File: src/rtl/instr_fetch_if.sv
// Fetch-unit bus bundle: program-memory read channel, decoder issue channel and status.
// master = fetch FSM side, slave = memory/decoder/controller side.
interface instr_fetch_if #(
    parameter int ADDR_W = 4
);
    logic              start;
    logic [ADDR_W-1:0] imem_addr;
    logic              imem_rd_en;
    logic [6:0]        imem_data;
    logic              imem_valid;
    logic              stall;
    logic [2:0]        opcode;
    logic [1:0]        operand1;
    logic [1:0]        operand2;
    logic              instr_valid;
    logic [ADDR_W-1:0] pc;
    logic              busy;
    logic              halt;

    modport master (
        input  start, imem_data, imem_valid, stall,
        output imem_addr, imem_rd_en, opcode, operand1, operand2,
               instr_valid, pc, busy, halt
    );

    modport slave (
        output start, imem_data, imem_valid, stall,
        input  imem_addr, imem_rd_en, opcode, operand1, operand2,
               instr_valid, pc, busy, halt
    );
endinterface

File: src/rtl/instr_fetch_fsm.sv
// Instruction fetch FSM: IDLE -> FETCH -> ISSUE -> ... -> HALT, pc runs 0..LAST_ADDR.
// Optional macro IFETCH_SKIP_NOP_EN: opcode 3'b000 words are consumed in FETCH, never issued.
module instr_fetch_fsm #(
    parameter int ADDR_W    = 4,
    parameter int LAST_ADDR = 15
) (
    input  logic          clk,
    input  logic          rst_n,
    instr_fetch_if.master bus
);
    localparam logic [1:0] ST_IDLE  = 2'd0;
    localparam logic [1:0] ST_FETCH = 2'd1;
    localparam logic [1:0] ST_ISSUE = 2'd2;
    localparam logic [1:0] ST_HALT  = 2'd3;

    localparam logic [ADDR_W-1:0] PC_LAST = ADDR_W'(LAST_ADDR);

    logic [1:0]        state_reg, state_next;
    logic [ADDR_W-1:0] pc_reg, pc_next;
    logic [2:0]        opcode_reg, opcode_next;
    logic [1:0]        operand1_reg, operand1_next;
    logic [1:0]        operand2_reg, operand2_next;
    logic              fetch_is_nop;
    logic              at_last;

`ifdef IFETCH_SKIP_NOP_EN
    assign fetch_is_nop = (bus.imem_data[6:4] == 3'b000);
`else
    assign fetch_is_nop = 1'b0;
`endif

    assign at_last = (pc_reg == PC_LAST);

    always_comb begin
        state_next    = state_reg;
        pc_next       = pc_reg;
        opcode_next   = opcode_reg;
        operand1_next = operand1_reg;
        operand2_next = operand2_reg;
        case (state_reg)
            ST_IDLE, ST_HALT: begin
                if (bus.start) begin
                    pc_next    = '0;
                    state_next = ST_FETCH;
                end
            end
            ST_FETCH: begin
                if (bus.imem_valid) begin
                    if (fetch_is_nop) begin
                        // Skipped word is consumed on the spot, same end-of-program rule as ISSUE.
                        if (at_last) begin
                            state_next = ST_HALT;
                        end else begin
                            pc_next    = pc_reg + 1'b1;
                            state_next = ST_FETCH;
                        end
                    end else begin
                        opcode_next   = bus.imem_data[6:4];
                        operand1_next = bus.imem_data[3:2];
                        operand2_next = bus.imem_data[1:0];
                        state_next    = ST_ISSUE;
                    end
                end
            end
            ST_ISSUE: begin
                if (!bus.stall) begin
                    if (at_last) begin
                        state_next = ST_HALT;
                    end else begin
                        pc_next    = pc_reg + 1'b1;
                        state_next = ST_FETCH;
                    end
                end
            end
            default: state_next = ST_IDLE;
        endcase
    end

    always_ff @(posedge clk or negedge rst_n) begin
        if (!rst_n) begin
            state_reg    <= ST_IDLE;
            pc_reg       <= '0;
            opcode_reg   <= '0;
            operand1_reg <= '0;
            operand2_reg <= '0;
        end else begin
            state_reg    <= state_next;
            pc_reg       <= pc_next;
            opcode_reg   <= opcode_next;
            operand1_reg <= operand1_next;
            operand2_reg <= operand2_next;
        end
    end

    // Status and handshake outputs decode straight from the state register.
    assign bus.imem_rd_en  = (state_reg == ST_FETCH);
    assign bus.imem_addr   = pc_reg;
    assign bus.instr_valid = (state_reg == ST_ISSUE);
    assign bus.busy        = (state_reg == ST_FETCH) || (state_reg == ST_ISSUE);
    assign bus.halt        = (state_reg == ST_HALT);
    assign bus.pc          = pc_reg;
    assign bus.opcode      = opcode_reg;
    assign bus.operand1    = operand1_reg;
    assign bus.operand2    = operand2_reg;
endmodule
File: src/flat_wrapper.sv
// flat-port wrapper written by rule: the top's interface ports become plain ports
module instr_fetch_fsm_flat 
#(
    parameter int ADDR_W    = 4,
    parameter int LAST_ADDR = 15
)
  (clk, rst_n, bus_start, bus_imem_data, bus_imem_valid, bus_stall, bus_imem_addr, bus_imem_rd_en, bus_opcode, bus_operand1, bus_operand2, bus_instr_valid, bus_pc, bus_busy, bus_halt);
  instr_fetch_if #(.ADDR_W(ADDR_W)) bus_i ();
  input  logic clk;
  input  logic rst_n;
  input wire logic [$bits(bus_i.start)-1:0] bus_start;
  input wire logic [$bits(bus_i.imem_data)-1:0] bus_imem_data;
  input wire logic [$bits(bus_i.imem_valid)-1:0] bus_imem_valid;
  input wire logic [$bits(bus_i.stall)-1:0] bus_stall;
  output wire logic [$bits(bus_i.imem_addr)-1:0] bus_imem_addr;
  output wire logic [$bits(bus_i.imem_rd_en)-1:0] bus_imem_rd_en;
  output wire logic [$bits(bus_i.opcode)-1:0] bus_opcode;
  output wire logic [$bits(bus_i.operand1)-1:0] bus_operand1;
  output wire logic [$bits(bus_i.operand2)-1:0] bus_operand2;
  output wire logic [$bits(bus_i.instr_valid)-1:0] bus_instr_valid;
  output wire logic [$bits(bus_i.pc)-1:0] bus_pc;
  output wire logic [$bits(bus_i.busy)-1:0] bus_busy;
  output wire logic [$bits(bus_i.halt)-1:0] bus_halt;
  assign bus_i.start = bus_start;
  assign bus_i.imem_data = bus_imem_data;
  assign bus_i.imem_valid = bus_imem_valid;
  assign bus_i.stall = bus_stall;
  assign bus_imem_addr = bus_i.imem_addr;
  assign bus_imem_rd_en = bus_i.imem_rd_en;
  assign bus_opcode = bus_i.opcode;
  assign bus_operand1 = bus_i.operand1;
  assign bus_operand2 = bus_i.operand2;
  assign bus_instr_valid = bus_i.instr_valid;
  assign bus_pc = bus_i.pc;
  assign bus_busy = bus_i.busy;
  assign bus_halt = bus_i.halt;
  instr_fetch_fsm #(.ADDR_W(ADDR_W), .LAST_ADDR(LAST_ADDR)) u_core (.clk(clk), .rst_n(rst_n), .bus(bus_i));
endmodule
File: config.mk
export PLATFORM = sky130hd
export DESIGN_NAME = instr_fetch_fsm_flat
export DESIGN_NICKNAME = d
export VERILOG_FILES = /design/src/rtl/instr_fetch_if.sv /design/src/rtl/instr_fetch_fsm.sv /design/src/flat_wrapper.sv
export SDC_FILE = /design/constraint.sdc
export NUM_CORES = 1
export LEC_CHECK = 0
export BUFFER_PORTS_ARGS = -buffer_cell sky130_fd_sc_hd__buf_2
export CORE_UTILIZATION = 40
export DETAILED_ROUTE_END_ITERATION = 8
export GPL_ROUTABILITY_DRIVEN = 0
export GPL_TIMING_DRIVEN = 0
export PLACE_DENSITY_LB_ADDON = 0.05
export SETUP_SLACK_MARGIN = 0.15
export SYNTH_ARGS = -nofsm -noshare
export SYNTH_HDL_FRONTEND = slang
export SYNTH_SLANG_ARGS = --single-unit
File: constraint.sdc
create_clock -name clk -period 1.6 [get_ports clk]
set_input_delay 0.24 -clock clk [delete_from_list [all_inputs] [get_ports clk]]
set_output_delay 0.24 -clock clk [all_outputs]
set_load 0.01 [all_outputs]
==> Yosys cells after proc, flatten, opt, wreduce, memory -nomap -nowiden <==
Index checks and enable logic that the tools add are counted.
{ "word_totals": {"register_bits": 13, "in_bits": 12, "out_inout_bits": 19, "wordCells": 30} }
{ "op_classes": {"n_addsub": 1, "eq_ne": 8, "mux": 9, "bitwise_logic": 1, "reduce_logical": 6} }
{ "ops": {"columns": ["operator", "n"], "rows": [
  ["$mux W4", 3],
  ["$mux W2", 4],
  ["$ne A2 B2 Y1 const B", 4],
  ["$pmux W4 S2", 1],
  ["$pmux W2 S3", 1],
  ["$add A4 B1 Y4 const B", 1],
  ["$eq A2 B2 Y1 const B", 2],
  ["$eq A4 B4 Y1 const B", 1],
  ["$reduce_and A4 Y1", 1],
  ["$reduce_and A3 Y1", 1],
  ["$eq A2 B1 Y1 const B", 1],
  ["$logic_not A2 Y1", 1],
  ["$reduce_and A2 Y1", 1],
  ["$reduce_or A2 Y1", 1],
  ["$logic_or A1 B1 Y1", 1],
  ["$not A1 Y1", 1]
]} }

==> Depth between registers and ports, before layout <==
Gate-level depths: netlist of the first run.
{ "logic_depth": {"ltp_word": 4, "ltp_mapped": 5, "depth_no_buf": 5} }

==> Worst setup path before layout of the first run <==
No wires, ideal clock.
{ "synth_path": {"path_type": "register -> register", "from": "register u_core.state_reg[0]", "to": "register u_core.pc_reg[3] (netlist: u_core.bus.imem_addr[3])", "setup_time_ns": 0.126, "t_arrival_ns": 1.385, "required_time_ns": 1.474, "slack_ns": 0.089, "stages_incl_launch_ff": 6, "path_cell_list": "dfrtp_1 inv_1 ha_1 a41oi_2 nand3_2 a221o_1"} }
{ "synth_between": {"elab_cells_between_ends": 11} }
{ "synth_lines": {"columns": ["item", "line_no", "rtl"], "rows": [
  ["start: declaration", "instr_fetch_fsm.sv:18", "logic [1:0] state_reg, state_next;"],
  ["start signal: assignment", "instr_fetch_fsm.sv:87", "state_reg <= state_next;"],
  ["$eq A2 B2 Y1 *", null, null],
  ["net bus_instr_valid", "flat_wrapper.sv:20", "output wire logic [$bits(bus_i.instr_valid)-1:0] bus_instr_valid;"],
  ["$ne A2 B2 Y1 (no line)", null, null],
  ["$reduce_and A4 Y1 (no line)", null, null],
  ["end signal: assignment", "instr_fetch_fsm.sv:88", "pc_reg <= pc_next;"],
  ["end: declaration", "instr_fetch_fsm.sv:19", "logic [ADDR_W-1:0] pc_reg, pc_next;"]
]} }
Mark *: on every way through the listed nets, which the timed path passes. The rest lies on a longest branch.
A chain may end at the register's enable or synchronous reset.

==> Worst setup path in the final report of the first run <==
{ "layout_path": {"from": "register u_core.state_reg[0]", "to": "register u_core.pc_reg[3] (netlist: u_core.bus.imem_addr[3])"} }
{ "layout_between": {"elab_chain_cells": 4, "elab_cells_between_ends": 11} }
{ "layout_rtl": {"columns": ["item", "line_no", "rtl"], "rows": [
  ["$eq A2 B2 Y1 / $logic_not A2 Y1 (equally long branches)", "instr_fetch_fsm.sv:40", "case (state_reg)"],
  ["$reduce_or A2 Y1", "instr_fetch_fsm.sv:40", null],
  ["$ne A2 B2 Y1 (no line)", null, null],
  ["$reduce_and A4 Y1 (no line)", null, null]
]} }
Several ways; a longest one is shown, not always the timed one.

==> results.md, run 1 <==
- Peak supply drop: between 0.001 and 0.0015 V
- Synth warn: 0
- Synth top cells by count: dfrtp_1 (13), mux2_2 (9), ha_1 (5)
- Hold slack: 188.0 ps
- CTS sink count: 13
- Initial Util: 44.22%
- Pins over their slew limit: 0
- CTS clock-pin slew for the worst setup and hold paths: 80 ps
- CP top delay family: flip-flops
- Nature of the critical path endpoint: flop
- Switching fraction of total power: between 30% and 40%
- Post-synth top flop: dfrtp_1
- Pwr/cell area: between 1500 and 2000 nW/um^2
- Worst path max stage delay: 460 ps
- Register area share after synthesis: 47.19%
- Ranking of synthesized cells by area: dfrtp_1 (47%), mux2_2 (15%), ha_1 (9.1%)
- Global-route usage over all layers: 16.27%
- Critical path's slowest cell: dfrtp_2
- Clk_lat worst skew: 270 ps
- Fill cells: between 100 and 150
- RSZ-0062 raised after global routing: yes
- Cell Int Power: 1106 uW
- First-pass GRT wire length: 2.187 mm
- CTS tree: built
- DRT antenna net count: 0
- Port bufs: 30
- Status: finished, violations left
- Multi-input combinational cell area: around 370 sq um
- Register share of total power: 32.4%
- Max cap viols: 0
- Slew headroom: 79.95%
- Min Tclk post-route: 1483 ps
- Switching power: 651.3 uW
- Required @ worst endpoint: 1770 ps
- Fin. Hold Viols: 0
- Worst hold path type: in2reg
- H-tree depth: 1
- Setup tns final: 0 ps
- Failing checks: design-rule violations
- Synth Instances: 56
- Vias per cell: around 5
- Synth Cell Area: slightly below 700 sq um
- Via count: between 500 and 600
- Horiz. Die Dim: 43.52 um
- Chip Height: 43.52 um
- Fmax: between 600 and 700 MHz
- Layout Skew: 7.015 ps
- CP max FO: 5
- DR pass1 iterations: 5
- Synth top area share: 47.19%
- Top Ports: 31
- Clock Tree Root: clkbuf_4
- Ys async rst share: 100.0%
- Worst Path Buf+Inv: 1
- Avg WL per Cell: 12.22 um
- Synth unique cells: 21
- Antenna violations before repair: 0
- Yosys reg bits: 13
- WS Path Type: reg2reg
- DRC Markers: 5
- Slew at the pin with the worst max-slew slack: 300.7 ps
- Core area: roughly 1600 sq um
- Largest net degree at the start of global routing: 14
- EDFF count, synth: 0
- Final WL: 1.356 mm
- Layout cells sized above 1: 69.47%
- Total gr overflow: 0
- Die area: about 1900 sq um
- Largest register FFs: 4
- Biggest area consumer among synthesized cells: dfrtp_1
- Mapped Nets: 73
- Most common cell in the netlist: dfrtp_1
- Synthesized area per cell: 12.31 sq um
- Clock Path Buffers: 2
- Fin crit share: 92.67%
- Number of global-route vias before repair: 518
- Initial DRC count: 13
- CP Data Arrival Time: 1650 ps
- Clock power share: ~12%
- N_diodes: 0
- Final HPWL DP: slightly below 1 mm
- CP startpoint kind: flop
- Cell chain of the critical path: inv_4 -> ha_4 -> nand2b_4 -> and3b_2 -> a221o_1
- P&R area growth vs syn: 43.74%
- Lkg Pwr: 0.0005248 uW
- Clock buffer count from CTS: 3
- FF/Latch Area: about 330 sq um
- Site Rows: 14
- Comb pwr share: 56.0%
- Final net count: 113
- Final setup fails: 0
==> final cells by class <==
class | instances | area share [%]
buffer | 4 | 3.030
clock buffer | 4 | 2.652
inverter | 4 | 1.768
multi-input combinational | 35 | 37.50
sequential | 13 | 33.21
tap | 16 | 2.020
timing repair buffer | 35 | 19.82
==> worst paths after layout <==
check	startpoint	endpoint	slack, ps	cells past startpoint
max	u_core.state_reg[0]	u_core.bus.imem_addr[3]	120	5
min	bus_imem_data[5]	u_core.bus.opcode[1]	190	2
max reg2reg	u_core.state_reg[0]	u_core.bus.imem_addr[3]	120	5
min reg2reg	u_core.bus.operand1[0]	u_core.bus.operand1[0]	500	1
max in group asynchronous	rst_n	u_core.state_reg[0]	960	2
min in group asynchronous	rst_n	u_core.bus.imem_addr[2]	380	2
==> kinds of logic after synthesis <==
kind of cell	after synthesis	synth area share, %
simple gates	15	13.61
flops	13	47.19
mux	10	16.15
buf+inv	8	6.533
compound gates	5	7.443
fa+ha+maj	5	9.074
==> timing repair <==
item | CTS | global route
hold buffers | 1 | 0
setup endpoints to repair | 11 | 12
pin swaps | 3 | 3
endpoints found under the hold margin | 13 | 0
gates cloned | 0 | 0
buffers inserted | 2 | 2
resized for setup | 4 | 3
==> layout by cell type (no fill, tap or decap), types with 2 or more instances in the layout <==
cell and count:
buf_2 29, buf_4 8, clkbuf_4 3, dfrtp_1 10, dfrtp_2 3, ha_1 2
ha_4 3, inv_2 2, mux2_2 9, nand2_1 2, nand3_1 3
==> metal layers <==
layer | vias up | share of wire [%] | wire, um | GRT usage, %
met3 | 4 | 6.6 | 89 | 5.000
met4 | 0 | 2.1 | 29 | 10.63
met2 | 22 | 49 | 660 | 26.97
li1 | 268 | - | - | -
met5 | - | 0 | 0 | 0
met1 | 268 | 43 | 577 | 18.01
==> worst register-to-register path: cells and delay by family (launching register included) <==
kind                     cells  cell delay (ps)
flip-flops                   1              460
AO/OA/AOI/OAI                1              280
adder cells (fa/ha/maj)      1              290
buffers and inverters        1               70
AND/OR/NAND/NOR              2              280
==> power groups by stage <==
stage	Clock [uW]	Combinational, uW	Sequential, uW
after floorplan	0	547	607
after global placement	0	826	562
after detailed placement	0	841	565
after CTS	213	908	568
after global routing	230	1080	587
final	204	984	570
==> stage by stage <==
stage	total power (uW)	utilization [%]	worst slack (ps)	instance area (sq um)	instances
after floorplan	1154	-	153.0	737.0	56
after global placement	1388	58.19	52.70	907.1	102
after detailed placement	1406	58.19	58.63	907.1	102
after CTS	1690	61.72	108.3	962.2	109
after global routing	1893	63.56	57.69	991.0	111
final	1757	63.56	117.3	991.0	111
(Power assumes the default switching activity.)
==> run 2: changes to the inputs <==
Settings changed: REMOVE_ABC_BUFFERS from default to 1.
==> results.md, run 2 (same netlist as run 1, synthesis figures left out) <==
- Status: finished, violations left
- Failing checks: design-rule violations
- CP max FO: 5
- Layout cells sized above 1: approximately two thirds
- RSZ-0062 raised after global routing: yes
- Clk_lat worst skew: 270 ps
- First-pass GRT wire length: ~2.4 mm
- CTS tree: built
- Layout Skew: ~3.3 ps
- Max cap viols: 0
- Clock Tree Root: clkbuf_4
- Initial DRC count: 13
- Min Tclk post-route: approximately 1500 ps
- Pwr/cell area: about 1900 nW/um^2
- Total gr overflow: 0
- Slew headroom: 80.86%
- Core area: about 1600 sq um
- CTS clock-pin slew for the worst setup and hold paths: 80 ps
- Avg WL per Cell: 13.34 um
- Worst hold path type: in2reg
- Initial Util: 44.22%
- Final setup fails: 0
- Clock Path Buffers: 2
- DR pass1 iterations: 6
- Pre-CTS setup slack: -28.01 ps
- Fin crit share: 93.38%
- Lkg Pwr: roughly 0.00052 uW
- Horiz. Die Dim: 43.52 um
- P&R area growth vs syn: 46.28%
- Slew at the pin with the worst max-slew slack: between 200 and 300 ps
- Most frequent cells in the layout: buf_2 (28), dfrtp_1 (12), mux2_2 (9)
- WS Path Type: reg2reg
- N_diodes: 0
- CP Data Arrival Time: 1660 ps
- Setup tns final: 0 ps
- Vias per cell: between 4 and 5
- Top Ports: 31
- Setup ws final: 105.8 ps
- DRT antenna net count: 0
- Final total power: 1886 uW
- Hold slack: 192.9 ps
- CP startpoint kind: flop
- Fin. Hold Viols: 0
- Pins over their slew limit: 0
- Clock buffer count from CTS: 3
- DRC Markers: 5
- Fmax: 669.3 MHz
- Largest register FFs: 4
- Port bufs: 30
- Worst path max stage delay: 450 ps
- Global-route usage over all layers: 18.11%
- Final net count: 113
- Antenna violations before repair: 0
- H-tree depth: 1
- Peak supply drop: 0.001150 V
- Site Rows: 14
- Final WL: between 1 and 1.5 mm
- Final HPWL DP: 1.010 mm
- Design area: 1008 sq um
- Chip Height: 43.52 um
- Via count: 553
- Number of global-route vias before repair: 519
- Nature of the critical path endpoint: flop
- Placed inst area: 829.5 sq um
- Largest net degree at the start of global routing: 14
- Die area: about 1900 sq um
- CTS sink count: 13
- Required @ worst endpoint: 1760 ps
- Cell chain of the critical path: inv_2 -> ha_4 -> a41oi_4 -> nand3_2 -> a221o_1
- Most common cell after layout, fill and taps aside: buf_2
- Critical path's slowest cell: dfrtp_2
[run 2: cell counts in the layout (fill, tap and decap cells not counted)]
Identical to the previous run, type by type.
[run 2: what timing repair did]
action	CTS	global route
setup buffers	8	0
endpoints found under the setup margin	15	16
hold buffers	1	0
pin swaps	5	4
resized for setup	13	4
endpoints found under the hold margin	13	0
[run 2: cell type report]
type / count / area [sq um]
clock buffers: 4 / 26.28
multi-input cells: 35 / 380.4
well taps: 16 / 20.02
inverters: 4 / 15.01
repair buffers: 39 / 240.2
fillers: 136 / 550.5
flip-flops and latches: 13 / 326.6
[run 2: worst paths after layout]
| path | from | end | slack (ps) | cells past startpoint |
|---|---|---|---|---|
| max | u_core.state_reg[1] | u_core.bus.imem_addr[3] | 110 | 5 |
| min | bus_imem_data[3] | u_core.bus.operand1[1] | 190 | 2 |
| max in group asynchronous | rst_n | u_core.state_reg[1] | 980 | 2 |
| max reg2reg | u_core.state_reg[1] | u_core.bus.imem_addr[3] | 110 | 5 |
| min in group asynchronous | rst_n | u_core.bus.operand1[1] | 370 | 2 |
| min reg2reg | u_core.bus.opcode[2] | u_core.bus.opcode[2] | 500 | 1 |
[run 2: routing by layer]
metal / wire length, um / track usage, % / vias up
li1: - / - / 276
met1: 637 / 21.16 / 255
met2: 753 / 30.30 / 17
met3: 72 / 7.500 / 5
met4: 17 / 5.625 / 0
met5: 0 / 0 / -
[run 2: worst max-delay path: cells and delay by family, from the launching register on]
| family | cells | cell delay, ps |
|---|---|---|
| buffers and inverters | 1 | 60 |
| adder cells (fa/ha/maj) | 1 | 180 |
| AO/OA/AOI/OAI | 2 | 540 |
| flip-flops | 1 | 450 |
| AND/OR/NAND/NOR | 1 | 150 |
[run 2: per-stage QoR]
| stage | utilization (%) | instances |
|---|---|---|
| floorplan | - | 52 |
| global placement | 53.21 | 98 |
| detailed placement | 53.21 | 98 |
| CTS | 63.40 | 111 |
| global route | 64.69 | 111 |
| finish | 64.69 | 111 |
[run 2: report_power, final]
part / internal, uW / leakage, uW / switching (uW)
Sequential: 457 / 0.000160 / 89.4
Clock: 96.7 / 0.0000150 / 102
Combinational: 647 / 0.000348 / 494
Total: 1200 / 0.000524 / 686
